## config.mk

```make
export PLATFORM = sky130hd
export DESIGN_NAME = id_branch_stage_flat
export DESIGN_NICKNAME = d
export VERILOG_FILES = /design/src/rtl/id_branch_stage_pkg.sv /design/src/rtl/id_branch_stage_if.sv /design/src/rtl/id_branch_stage_branch_cond.sv /design/src/rtl/id_branch_stage.sv /design/src/flat_wrapper.sv
export SDC_FILE = /design/constraint.sdc
export NUM_CORES = 1
export LEC_CHECK = 0
export BUFFER_PORTS_ARGS = -buffer_cell sky130_fd_sc_hd__buf_2
export CORE_MARGIN = 2
export CORE_UTILIZATION = 35
export CTS_BUF_LIST = sky130_fd_sc_hd__clkbuf_4
export CTS_CLUSTER_SIZE = 12
export DETAILED_ROUTE_END_ITERATION = 8
export MAX_ROUTING_LAYER = met4
export PLACE_DENSITY_LB_ADDON = 0.15
export SYNTH_ARGS = -nofsm -noshare
export SYNTH_HDL_FRONTEND = slang
export SYNTH_HIERARCHICAL = 1
export SYNTH_SLANG_ARGS = --single-unit
```

## constraint.sdc

```tcl
create_clock -name clk -period 8.5 [get_ports clk]
set_input_delay 0.85 -clock clk [delete_from_list [all_inputs] [get_ports clk]]
set_output_delay 0.85 -clock clk [all_outputs]
set_load 0.02 [all_outputs]
```

## src/rtl/id_branch_stage_pkg.sv

```systemverilog
// Shared widths, MIPS branch/jump encodings and bus layouts for the ID stage.
package id_branch_stage_pkg;

    localparam int BR_BUS_WD       = 34;
    localparam int FS_TO_DS_BUS_WD = 98;
    localparam int DS_TO_ES_BUS_WD = 162;

    localparam logic [5:0] OP_SPECIAL = 6'b000000;
    localparam logic [5:0] OP_REGIMM  = 6'b000001;
    localparam logic [5:0] OP_J       = 6'b000010;
    localparam logic [5:0] OP_JAL     = 6'b000011;
    localparam logic [5:0] OP_BEQ     = 6'b000100;
    localparam logic [5:0] OP_BNE     = 6'b000101;
    localparam logic [5:0] OP_BLEZ    = 6'b000110;
    localparam logic [5:0] OP_BGTZ    = 6'b000111;

    localparam logic [5:0] FN_JR   = 6'b001000;
    localparam logic [5:0] FN_JALR = 6'b001001;

    localparam logic [4:0] RT_BLTZ   = 5'b00000;
    localparam logic [4:0] RT_BGEZ   = 5'b00001;
    localparam logic [4:0] RT_BLTZAL = 5'b10000;
    localparam logic [4:0] RT_BGEZAL = 5'b10001;

    typedef struct packed {
        logic        fs_ex;
        logic        fs_bd;
        logic [31:0] badvaddr;
        logic [31:0] inst;
        logic [31:0] pc;
    } fs_to_ds_t;

    typedef enum logic [1:0] {
        TGT_BRANCH,
        TGT_JUMP,
        TGT_REG
    } tgt_sel_e;

    function automatic logic [31:0] branch_offset(input logic [15:0] imm);
        return {{14{imm[15]}}, imm, 2'b00};
    endfunction

endpackage

```

## src/rtl/id_branch_stage_if.sv

```systemverilog
// Signals between the ID stage and its neighbours (IF, register file, hazard unit, EX, WB).
interface id_branch_stage_if;
    import id_branch_stage_pkg::*;

    logic                       fs_to_ds_valid;
    logic [FS_TO_DS_BUS_WD-1:0] fs_to_ds_bus;
    logic                       ds_allowin;
    logic [BR_BUS_WD-1:0]       br_bus;
    logic                       ds_is_branch;
    logic [4:0]                 rf_raddr1;
    logic [4:0]                 rf_raddr2;
    logic [31:0]                rf_rdata1;
    logic [31:0]                rf_rdata2;
    logic                       operand_stall;
    logic                       es_allowin;
    logic                       ds_to_es_valid;
    logic [DS_TO_ES_BUS_WD-1:0] ds_to_es_bus;
    logic                       ws_ex;
    logic                       ws_eret;

    modport slave (
        input  fs_to_ds_valid, fs_to_ds_bus, rf_rdata1, rf_rdata2,
               operand_stall, es_allowin, ws_ex, ws_eret,
        output ds_allowin, br_bus, ds_is_branch, rf_raddr1, rf_raddr2,
               ds_to_es_valid, ds_to_es_bus
    );

    modport master (
        output fs_to_ds_valid, fs_to_ds_bus, rf_rdata1, rf_rdata2,
               operand_stall, es_allowin, ws_ex, ws_eret,
        input  ds_allowin, br_bus, ds_is_branch, rf_raddr1, rf_raddr2,
               ds_to_es_valid, ds_to_es_bus
    );

endinterface

```

## src/rtl/id_branch_stage_branch_cond.sv

```systemverilog
// Combinational branch/jump decode, condition evaluation and target generation.
module branch_cond
    import id_branch_stage_pkg::*;
(
    input  logic [31:0] inst,
    input  logic [31:0] pc,
    input  logic [31:0] rs_value,
    input  logic [31:0] rt_value,
    output logic        is_branch,
    output logic        taken,
    output logic [31:0] target
);

    logic [5:0]  opcode;
    logic [4:0]  rt_field;
    logic [5:0]  funct;
    logic [31:0] pc_plus4;
    logic        rs_neg;
    logic        rs_zero;
    logic        cond;
    tgt_sel_e    tgt_sel;

    always_comb begin
        opcode    = inst[31:26];
        rt_field  = inst[20:16];
        funct     = inst[5:0];
        pc_plus4  = pc + 32'd4;
        // Signed compare against zero reduces to sign bit and zero test.
        rs_neg    = rs_value[31];
        rs_zero   = (rs_value == 32'd0);
        is_branch = 1'b0;
        cond      = 1'b0;
        tgt_sel   = TGT_BRANCH;

        case (opcode)
            OP_BEQ:  begin is_branch = 1'b1; cond = (rs_value == rt_value); end
            OP_BNE:  begin is_branch = 1'b1; cond = (rs_value != rt_value); end
            OP_BLEZ: begin is_branch = 1'b1; cond = rs_neg || rs_zero;      end
            OP_BGTZ: begin is_branch = 1'b1; cond = !rs_neg && !rs_zero;    end
            OP_REGIMM: begin
                case (rt_field)
                    RT_BLTZ, RT_BLTZAL: begin is_branch = 1'b1; cond = rs_neg;  end
                    RT_BGEZ, RT_BGEZAL: begin is_branch = 1'b1; cond = !rs_neg; end
                    default: ;
                endcase
            end
            OP_J, OP_JAL: begin
                is_branch = 1'b1;
                cond      = 1'b1;
                tgt_sel   = TGT_JUMP;
            end
            OP_SPECIAL: begin
                if (funct == FN_JR || funct == FN_JALR) begin
                    is_branch = 1'b1;
                    cond      = 1'b1;
                    tgt_sel   = TGT_REG;
                end
            end
            default: ;
        endcase

        case (tgt_sel)
            TGT_JUMP: target = {pc_plus4[31:28], inst[25:0], 2'b00};
            TGT_REG:  target = rs_value;
            default:  target = pc_plus4 + branch_offset(inst[15:0]);
        endcase

        taken = is_branch && cond;
    end

endmodule

```

## src/rtl/id_branch_stage.sv

```systemverilog
// ID pipeline stage: one instruction register, branch resolution back to IF,
// operand attachment and flush handling toward EX.
module id_branch_stage
    import id_branch_stage_pkg::*;
(
    input  logic              clk,
    input  logic              reset,
    id_branch_stage_if.slave  io
);

    logic      ds_valid_q, ds_valid_d;
    fs_to_ds_t ds_bus_q, ds_bus_d;

    logic        flush;
    logic        ds_ready_go;
    logic        ds_allowin;
    logic        bc_is_branch;
    logic        bc_taken;
    logic [31:0] bc_target;
    logic        br_stall;
    logic        br_taken;

    branch_cond u_branch_cond (
        .inst      (ds_bus_q.inst),
        .pc        (ds_bus_q.pc),
        .rs_value  (io.rf_rdata1),
        .rt_value  (io.rf_rdata2),
        .is_branch (bc_is_branch),
        .taken     (bc_taken),
        .target    (bc_target)
    );

    always_comb begin
        flush       = io.ws_ex || io.ws_eret;
        ds_ready_go = !io.operand_stall;
        ds_allowin  = !ds_valid_q || (ds_ready_go && io.es_allowin);

        ds_valid_d = ds_valid_q;
        ds_bus_d   = ds_bus_q;
        if (ds_allowin) begin
            ds_valid_d = io.fs_to_ds_valid;
        end
        // A flush always empties the stage, even if IF is handing over.
        if (flush) begin
            ds_valid_d = 1'b0;
        end
        if (io.fs_to_ds_valid && ds_allowin) begin
            ds_bus_d = io.fs_to_ds_bus;
        end

        br_stall = ds_valid_q && bc_is_branch && io.operand_stall && !flush;
        br_taken = ds_valid_q && bc_taken && ds_ready_go && !ds_bus_q.fs_ex && !flush;
    end

    always_ff @(posedge clk) begin
        if (reset) begin
            ds_valid_q <= 1'b0;
            ds_bus_q   <= '0;
        end else begin
            ds_valid_q <= ds_valid_d;
            ds_bus_q   <= ds_bus_d;
        end
    end

    // Target is forced to zero when not redirecting so IF never sees stale addresses.
    assign io.br_bus         = {br_stall, br_taken, (br_taken ? bc_target : 32'd0)};
    assign io.ds_allowin     = ds_allowin;
    assign io.ds_is_branch   = ds_valid_q && bc_is_branch;
    assign io.rf_raddr1      = ds_bus_q.inst[25:21];
    assign io.rf_raddr2      = ds_bus_q.inst[20:16];
    assign io.ds_to_es_valid = ds_valid_q && ds_ready_go && !flush;
    assign io.ds_to_es_bus   = {ds_bus_q, io.rf_rdata1, io.rf_rdata2};

endmodule
```

## src/flat_wrapper.sv

```systemverilog
// flat-port wrapper written by rule: the top's interface ports become plain ports
module id_branch_stage_flat import id_branch_stage_pkg::*;
  (clk, reset, io_fs_to_ds_valid, io_fs_to_ds_bus, io_rf_rdata1, io_rf_rdata2, io_operand_stall, io_es_allowin, io_ws_ex, io_ws_eret, io_ds_allowin, io_br_bus, io_ds_is_branch, io_rf_raddr1, io_rf_raddr2, io_ds_to_es_valid, io_ds_to_es_bus);
  id_branch_stage_if io_i ();
  input  logic clk;
  input  logic reset;
  input wire logic [$bits(io_i.fs_to_ds_valid)-1:0] io_fs_to_ds_valid;
  input wire logic [$bits(io_i.fs_to_ds_bus)-1:0] io_fs_to_ds_bus;
  input wire logic [$bits(io_i.rf_rdata1)-1:0] io_rf_rdata1;
  input wire logic [$bits(io_i.rf_rdata2)-1:0] io_rf_rdata2;
  input wire logic [$bits(io_i.operand_stall)-1:0] io_operand_stall;
  input wire logic [$bits(io_i.es_allowin)-1:0] io_es_allowin;
  input wire logic [$bits(io_i.ws_ex)-1:0] io_ws_ex;
  input wire logic [$bits(io_i.ws_eret)-1:0] io_ws_eret;
  output wire logic [$bits(io_i.ds_allowin)-1:0] io_ds_allowin;
  output wire logic [$bits(io_i.br_bus)-1:0] io_br_bus;
  output wire logic [$bits(io_i.ds_is_branch)-1:0] io_ds_is_branch;
  output wire logic [$bits(io_i.rf_raddr1)-1:0] io_rf_raddr1;
  output wire logic [$bits(io_i.rf_raddr2)-1:0] io_rf_raddr2;
  output wire logic [$bits(io_i.ds_to_es_valid)-1:0] io_ds_to_es_valid;
  output wire logic [$bits(io_i.ds_to_es_bus)-1:0] io_ds_to_es_bus;
  assign io_i.fs_to_ds_valid = io_fs_to_ds_valid;
  assign io_i.fs_to_ds_bus = io_fs_to_ds_bus;
  assign io_i.rf_rdata1 = io_rf_rdata1;
  assign io_i.rf_rdata2 = io_rf_rdata2;
  assign io_i.operand_stall = io_operand_stall;
  assign io_i.es_allowin = io_es_allowin;
  assign io_i.ws_ex = io_ws_ex;
  assign io_i.ws_eret = io_ws_eret;
  assign io_ds_allowin = io_i.ds_allowin;
  assign io_br_bus = io_i.br_bus;
  assign io_ds_is_branch = io_i.ds_is_branch;
  assign io_rf_raddr1 = io_i.rf_raddr1;
  assign io_rf_raddr2 = io_i.rf_raddr2;
  assign io_ds_to_es_valid = io_i.ds_to_es_valid;
  assign io_ds_to_es_bus = io_i.ds_to_es_bus;
  id_branch_stage u_core (.clk(clk), .reset(reset), .io(io_i));
endmodule
```

==> results of run 1 <==
## critical path, stage by stage (launching register included)
cell	delay, ns
sky130_fd_sc_hd__dfxtp_1	0.48
sky130_fd_sc_hd__and4_4	0.30
sky130_fd_sc_hd__nand4_4	0.13
sky130_fd_sc_hd__nor2_1	0.43
sky130_fd_sc_hd__nand3_1	0.24
sky130_fd_sc_hd__nor2b_1	0.21
sky130_fd_sc_hd__xor2_1	0.18
sky130_fd_sc_hd__ha_1	0.33
sky130_fd_sc_hd__a21oi_1	0.22
sky130_fd_sc_hd__o21ai_0	0.12
sky130_fd_sc_hd__a41o_1	0.25
sky130_fd_sc_hd__a221o_1	0.36
sky130_fd_sc_hd__and4_1	0.21
sky130_fd_sc_hd__o21a_1	0.18
sky130_fd_sc_hd__nor3_1	0.12
sky130_fd_sc_hd__and2_1	0.14
sky130_fd_sc_hd__buf_2	0.16
## per-stage QoR
stage	instance area (um^2)	hold WS, ns	util [%]
floorplan	8653	0.5363	-
global placement	10140	0.4557	41.70
detailed placement	10140	0.4613	41.70
CTS	10290	0.4871	42.33
global route	10310	0.4940	42.40
finish	10310	0.4840	42.40
## layer usage
layer	vias up	share of wire (%)	global-route usage, %
met3	41	6.5	4.494
met4	0	2.4	8.523
li1	4079	-	-
met1	3968	43	31.96
met5	-	0	-
met2	353	49	43.45
## worst max-delay path by stage
stage / start / endpoint / slack, ns / cells after the start
after global placement: u_core/io.ds_to_es_bus[68] / io_br_bus[30] / 3.76 / 16
after detailed placement: u_core/io.ds_to_es_bus[68] / io_br_bus[30] / 3.71 / 16
after CTS: u_core/io.ds_to_es_bus[68] / io_br_bus[30] / 3.11 / 16
after floorplan: u_core/io.ds_to_es_bus[68] / io_br_bus[30] / 4.13 / 15
after global routing: u_core/io.ds_to_es_bus[68] / io_br_bus[30] / 2.80 / 16
final: u_core/io.ds_to_es_bus[68] / io_br_bus[30] / 3.11 / 16
## cells by family after synthesis
logic type      count (synthesis)
compound gates                162
xor+xnor                       80
fa+ha+maj                      36
buf+inv                       146
flops                          99
mux                           101
simple gates                  412
## sequential cells by signal, indices dropped and copies added, names as in the netlist
| register | cells |
|---|---|
| u_core/ds_valid_q | 1 |
| u_core/io.ds_to_es_bus | 98 |
## cell usage in the layout (no fill, tap or decap), types with 3 or more instances in the layout
master                     Yosys  final
sky130_fd_sc_hd__buf_2         6    376
sky130_fd_sc_hd__dfxtp_1      99     99
sky130_fd_sc_hd__nor2b_1       5      5
sky130_fd_sc_hd__mux2i_1     100    100
sky130_fd_sc_hd__a31oi_1       4      4
sky130_fd_sc_hd__a221oi_1     27     27
sky130_fd_sc_hd__nand3_1      19     19
sky130_fd_sc_hd__inv_1        10     10
sky130_fd_sc_hd__a21o_1       21     21
sky130_fd_sc_hd__nor4b_1       3      3
sky130_fd_sc_hd__a41oi_1       3      3
sky130_fd_sc_hd__nand2b_1    200    200
sky130_fd_sc_hd__o21a_1        4      4
sky130_fd_sc_hd__buf_4        83      7
sky130_fd_sc_hd__and4_1        6      6
sky130_fd_sc_hd__xor2_1       45     45
sky130_fd_sc_hd__clkbuf_4      0      9
sky130_fd_sc_hd__nand2_1      40     40
sky130_fd_sc_hd__nor4_1       19     19
sky130_fd_sc_hd__and3_1        7      7
sky130_fd_sc_hd__nor3_1       12     12
sky130_fd_sc_hd__a21oi_1      55     55
sky130_fd_sc_hd__xnor2_1      35     35
sky130_fd_sc_hd__nor2_1       20     20
sky130_fd_sc_hd__diode_2       0      7
sky130_fd_sc_hd__and2_1       39     39
sky130_fd_sc_hd__ha_1         35     34
sky130_fd_sc_hd__o21ai_0      15     15
sky130_fd_sc_hd__o21bai_1      8      8
sky130_fd_sc_hd__nand4_1      21     21
sky130_fd_sc_hd__a211oi_1      3      3
## where the power goes
| part | leakage (nW) | total [mW] | switching, mW | internal [mW] |
|---|---|---|---|---|
| Combinational | 4.15 | 0.453 | 0.272 | 0.181 |
| Sequential | 0.817 | 0.536 | 0.0412 | 0.495 |
| Clock | 0.0818 | 0.284 | 0.210 | 0.0738 |
| Total | 5.05 | 1.27 | 0.524 | 0.750 |
## cell type report
| class | count | area (um^2) |
|---|---|---|
| Clock inverter | 7 | 86.33 |
| Tap cell | 324 | 405.4 |
| Timing Repair Buffer | 383 | 1934 |
| Multi-Input combinational cell | 791 | 5782 |
| Fill cell | 2590 | 14010 |
| Clock buffer | 9 | 67.56 |
| Antenna cell | 7 | 17.52 |
| Sequential cell | 99 | 1982 |
| Inverter | 10 | 37.54 |
==> parameters.txt, run 1 <==
Parameter                              Value

Status
  Run status    finished, final reports clean

Power and ir drop
  Peak supply drop    64.70 uV
  Final Power    1.274 mW
  Power per unit of standard cell area    123.5 nW/um^2
  Total leakage power    5.049 nW

Timing
  Setup TNS Final    0 ns
  Max transition margin    38.82%
  Actual transition at the worst max-transition pin    0.9177 ns
  Worst clock skew    0.02242 ns
  Portion of the clock cycle consumed by the worst path in the final layout    63.36%
  RSZ-0062 raised after global routing    no
  Final number of max-transition violations    0
  Highest Clock Rate    185.7 MHz
  Number of hold violations in the final report    0
  Final-report setup violation count    0
  Minimum setup slack in the final design    3.115 ns
  Final critical path time including I/O delays and setup    5.385 ns

Logic synthesis
  Predominant post-synthesis flop cell    sky130_fd_sc_hd__dfxtp_1
  Post-Syn Nets    1,241
  Synthesized instance count    1,036
  Xor/xnor share of the synthesized area    8.097%
  EDFF count, synth    0
  Proportion of synthesized chip area in sequential cells    22.90%
  Most frequently used cell type in the post-synthesis netlist    sky130_fd_sc_hd__nand2b_1
  Area share of and/or/nand/nor cells after synthesis    28.85%
  Cell types with the largest area share after synthesis    sky130_fd_sc_hd__dfxtp_1 (23%), sky130_fd_sc_hd__nand2b_1 (14%), sky130_fd_sc_hd__mux2i_1 (12%), sky130_fd_sc_hd__buf_4 (7.2%), sky130_fd_sc_hd__ha_1 (5.1%)
  Area share of fa/ha/maj cells after synthesis    5.292%
  Compound-cell area share of the yosys netlist    12.77%
  Post-synthesis instance area    8653 um^2
  Synth cell count leaders    sky130_fd_sc_hd__nand2b_1 (200), sky130_fd_sc_hd__mux2i_1 (100), sky130_fd_sc_hd__dfxtp_1 (99), sky130_fd_sc_hd__buf_4 (83), sky130_fd_sc_hd__a21oi_1 (55)
  Synthesized area divided by synthesized cell count    8.353 um^2
  Synthesis-stage register bit count    99
  Share of flip-flops with an asynchronous set or reset after synthesis    0%
  Portion of netlist area occupied by mux cells    11.70%
  Area share of the largest cell type after synthesis    22.90%
  Netlist cell types    69
  Yosys synthesis warning count    6
  Yosys top cell by area    sky130_fd_sc_hd__dfxtp_1
  Dominant combinational cell family by area after synthesis    simple AND/OR/NAND/NOR gates

Clocking
  Post CTS Setup Buffer Count    0
  Maximum root-to-sink buffer count    2
  Clock tree root buffer cell    sky130_fd_sc_hd__clkbuf_4
  Post_cts resized    0
  Clock-pin slew on the worst setup and hold paths    0.19 ns
  Quantity of hold-fixing buffers added after cts    0
  Clock buffer count from CTS    9
  Number of sinks handled by clock tree synthesis    99
  H-Tree Depth    3
  CTS tree    yes
  Clock latency on the worst-skew pair    0.52 ns

Finish
  Non-filler cells in the finished layout    1,630
  Net count of the finished layout    1,499
  P&R area growth vs syn    19.17%
  Layout cells sized above 1    32.02%

Global route
  Largest net degree at the start of global routing    109
  Number of antenna violations at the first check in global routing    7
  All-Layer GR Usage    26.02%
  Total grt overflow    0
  Via count of the first global-routing pass    7,887
  Global-route wire length before repair    49,600 um

Worst hold path
  Cell depth of the worst hold path    2
  Min-Delay Path Class    register to register
  Hold worst-path end    u_core/io.ds_to_es_bus[145]
  Beginning of the worst hold path    u_core/io.ds_to_es_bus[145]

Routing
  Vias after detailed routing    8,441
  Detailed Routing Iterations Pass 1    5
  Average routed wire per standard cell    20.93 um
  Remaining antenna violation count after routing    0
  Drc violations    0
  DR iter-0 viols    610
  Detail-routed via count per cell    5.179
  DRT Wirelength    34,120 um

Floorplanning
  Placeable core region    24,320 um^2
  Effective utilization at floorplan    35.58%
  Die Y-Extent    161.2 um
  Number of cell rows    57
  Die Outline Area    26,000 um^2
  Width of the chip    161.2 um
  I/O pin cnt    378

Critical path
  Endpoint arrival time on the critical path    4.54 ns
  Maximum fanout count along the critical path    7
  Reg2Reg Depth    4
  Required time at the endpoint of the critical path    7.65 ns
  Classification of the worst setup path    register to primary output
  Critical Path End Type    primary output
  Reg2Reg Launch Point    u_core/ds_valid_q
  Worst reg2reg path endpoint    u_core/io.ds_to_es_bus[85]
  Worst-case register-to-register setup slack    5.57 ns
  Critical path launch point type    register

Placed design
  Global placement routability congestion    0.9337
  Number of I/O port buffers    377
  Instance count after placement with tap cells included    1,607
  Pre-CTS worst setup slack    3.711 ns
  Total half-perimeter wirelength after legalization and detailed placement    27,110 um

Run
  Max capacitance violation total    0
(Power assumes the default switching activity.)
==> inputs of run 2 (changes only) <==
- clock period: 8.5 -> 4.57 ns (I/O delays scaled with it)
==> run 2 against run 1 <==
  * Cell area rose by 4.0%
  * Worst setup slack got worse by 2.9 ns
  * Combinational power rose by 98%
  * Core utilization rose by 1.7 points
  * Critical path depth fell by 2
  * Total power rose by 87%
  * Register-to-register slack got worse by 2.8 ns
  * Non-clock buffer count rose by 23
  * Clock power rose by 72%
  * First-iteration DRC count fell by 12%
  * Highest routed layer unchanged
==> parameters.txt, run 2 (synthesis gave the netlist of run 1 again) <==
Parameter                              Value

Routing
  Wire length on met1    15,040 um
  Drc violations    0
  Average routed wire per standard cell    21.28 um
  Vias after detailed routing    8,568
  Met2 routed wirelength    17,260 um
  Remaining antenna violation count after routing    0
  DRT Wirelength    35,150 um
  Routed wire length on met3    2041 um
  Detail-routed via count per cell    5.186
  Detailed Routing Iterations Pass 1    5
  Highest routed metal layer    met4
  DR iter-0 viols    539

Timing
  Final number of max-transition violations    0
  Highest Clock Rate    228.4 MHz
  Final critical path time including I/O delays and setup    4.378 ns
  Final-report setup violation count    0
  Max transition margin    28.97%
  Number of hold violations in the final report    0
  Worst clock skew    0.02846 ns
  Setup TNS Final    0 ns
  Portion of the clock cycle consumed by the worst path in the final layout    95.80%
  Actual transition at the worst max-transition pin    1.065 ns

Critical path
  Reg2Reg Launch Point    u_core/ds_valid_q
  Classification of the worst setup path    register to primary output
  Endpoint arrival time on the critical path    3.92 ns
  Ordered cell list for the critical path    and4_1 -> nand4_1 -> nor2_4 -> nand3_1 -> xnor2_2 -> ha_1 -> a21o_1 -> a21o_1 -> or3b_2 -> a41oi_1 -> mux2_2 -> nor3_1 -> and2_1 -> buf_4
  Cell with the biggest individual delay on the critical path    sky130_fd_sc_hd__or3b_2
  Critical Path End Type    primary output
  Cell repeated most along the worst path    sky130_fd_sc_hd__a21o_1
  Max incr delay on CP    0.47 ns
  Worst-case register-to-register setup slack    2.76 ns
  Required time at the endpoint of the critical path    4.11 ns
  Launching element of the worst setup path    u_core/io.ds_to_es_bus[81]
  Maximum fanout count along the critical path    7
  Critical path launch point type    register

Power and ir drop
  Flop pwr share    41.7%
  Power per unit of standard cell area    221.8 nW/um^2
  Peak supply drop    114.2 uV
  Switching portion of total power    40.47%
  Net Switching    0.9628 mW
  Gate power share    37.7%
  Total leakage power    5.177 nW
  Clock network fraction of total power    20.6%
  Final Power    2.379 mW
  Internal    1.416 mW

Finish
  Layout cells sized above 1    36.61%
  Non-Filler Cell Area, Final    10,730 um^2
  Most common library cell in the layout ignoring fill and taps    sky130_fd_sc_hd__buf_2
  Fraction of the core area covered by cells at the end of the flow    44.11%
  Area occupied by registers    2004 um^2
  Total area of multi-input combinational cells    6017 um^2
  Net count of the finished layout    1,522
  Commonest cells after routing, fill and taps aside    sky130_fd_sc_hd__buf_2 (374), sky130_fd_sc_hd__nand2b_1 (200), sky130_fd_sc_hd__mux2i_1 (100), sky130_fd_sc_hd__dfxtp_1 (87), sky130_fd_sc_hd__a21oi_1 (48)
  Count of fill cells added during filler insertion    2,521
  P&R area growth vs syn    23.96%
  Number of flip-flops under the largest register name    98

Global route
  All-Layer GR Usage    27.09%
  Via count of the first global-routing pass    8,301
  Total grt overflow    0
  Number of antenna violations at the first check in global routing    6
  Largest net degree at the start of global routing    144
  Global-route wire length before repair    51,580 um

Placed design
  Total half-perimeter wirelength after legalization and detailed placement    27,720 um
  Number of I/O port buffers    377
  Global placement routability congestion    0.9148
  Placed Area    10,250 um^2

Floorplanning
  Effective utilization at floorplan    35.58%
  Number of cell rows    57
  Die Outline Area    26,000 um^2
  Width of the chip    161.2 um
  Die Y-Extent    161.2 um
  Placeable core region    24,320 um^2
  I/O pin cnt    378

Clocking
  Clock latency on the worst-skew pair    0.49 ns
  H-Tree Depth    3
  Clock buffer count from CTS    9
  Clock-pin slew on the worst setup and hold paths    0.20 ns
  CTS tree    yes
  Maximum root-to-sink buffer count    2
  Clock tree root buffer cell    sky130_fd_sc_hd__clkbuf_4
  Number of sinks handled by clock tree synthesis    99

Worst hold path
  Beginning of the worst hold path    io_ws_eret
  Min-Delay Path Class    primary input to register

Run
  Max capacitance violation total    0

Status
  Run status    finished, final reports clean
run 2: cell count changes in the layout (fill, tap and decap cells not counted), sizes merged:
cell,previous run,this run
clkinv,3,4
buf,383,406
diode,7,6
inv,14,13
run 2: power groups by stage:
stage	Clock [mW]	Sequential [mW]	Combinational (mW)
finish	0.489	0.993	0.898
floorplan	0	1.06	0.506
global placement	0	1.01	0.860
global route	0.557	1.00	0.969
CTS	0.525	0.992	0.871
detailed placement	0	1.01	0.859
run 2: final cells by class:
type,instances,area share [%]
multi-input cells,791,56.09
repair buffers,406,19.69
flip-flops and latches,99,18.69
well taps,324,3.779
clock buffers,9,0.6299
clock inverters,7,0.6299
inverters,10,0.3499
diodes,6,0.1400
run 2: critical path: cells and delay by family (launching register included):
| kind | cells | cell delay, ns |
|---|---|---|
| and+or+nand+nor | 7 | 1.53 |
| AOI/OAI and AO/OA | 3 | 0.54 |
| DFF | 1 | 0.43 |
| adders and majority gates | 1 | 0.36 |
| xor gates and xnor gates | 1 | 0.28 |
| muxes | 1 | 0.18 |
| buffers and inverters | 1 | 0.15 |
run 2: path summary, 6_finish.rpt:
check,end,cells past startpoint
setup / recovery,io_br_bus[30],14
setup reg to reg,u_core/io.ds_to_es_bus[68],3
hold reg to reg,u_core/io.ds_to_es_bus[145],2
hold / removal,u_core/ds_valid_q,2
run 2: through the flow:
step	instances	hold slack (ns)	worst slack (ns)
after global routing	1652	0.1012	-0.01186
after global placement	1621	0.4548	0.3796
after floorplan	1036	0.5351	0.5961
final	1652	0.1635	0.1921
after CTS	1641	0.1133	0.0001363
after detailed placement	1621	0.4594	0.3729
run 2: per-layer routing:
metal  vias up  GRT usage [%]
met5         -              -
met4         0          7.995
met3        37          4.751
met2       338          46.06
met1      4074          32.91
li1       4119              -
run 2: what timing repair did:
action                     CTS  global route
resized for setup           19            48
pin swaps                    3            13
setup buffers                4             5
hold buffers                 0             0
setup endpoints to repair   10            12
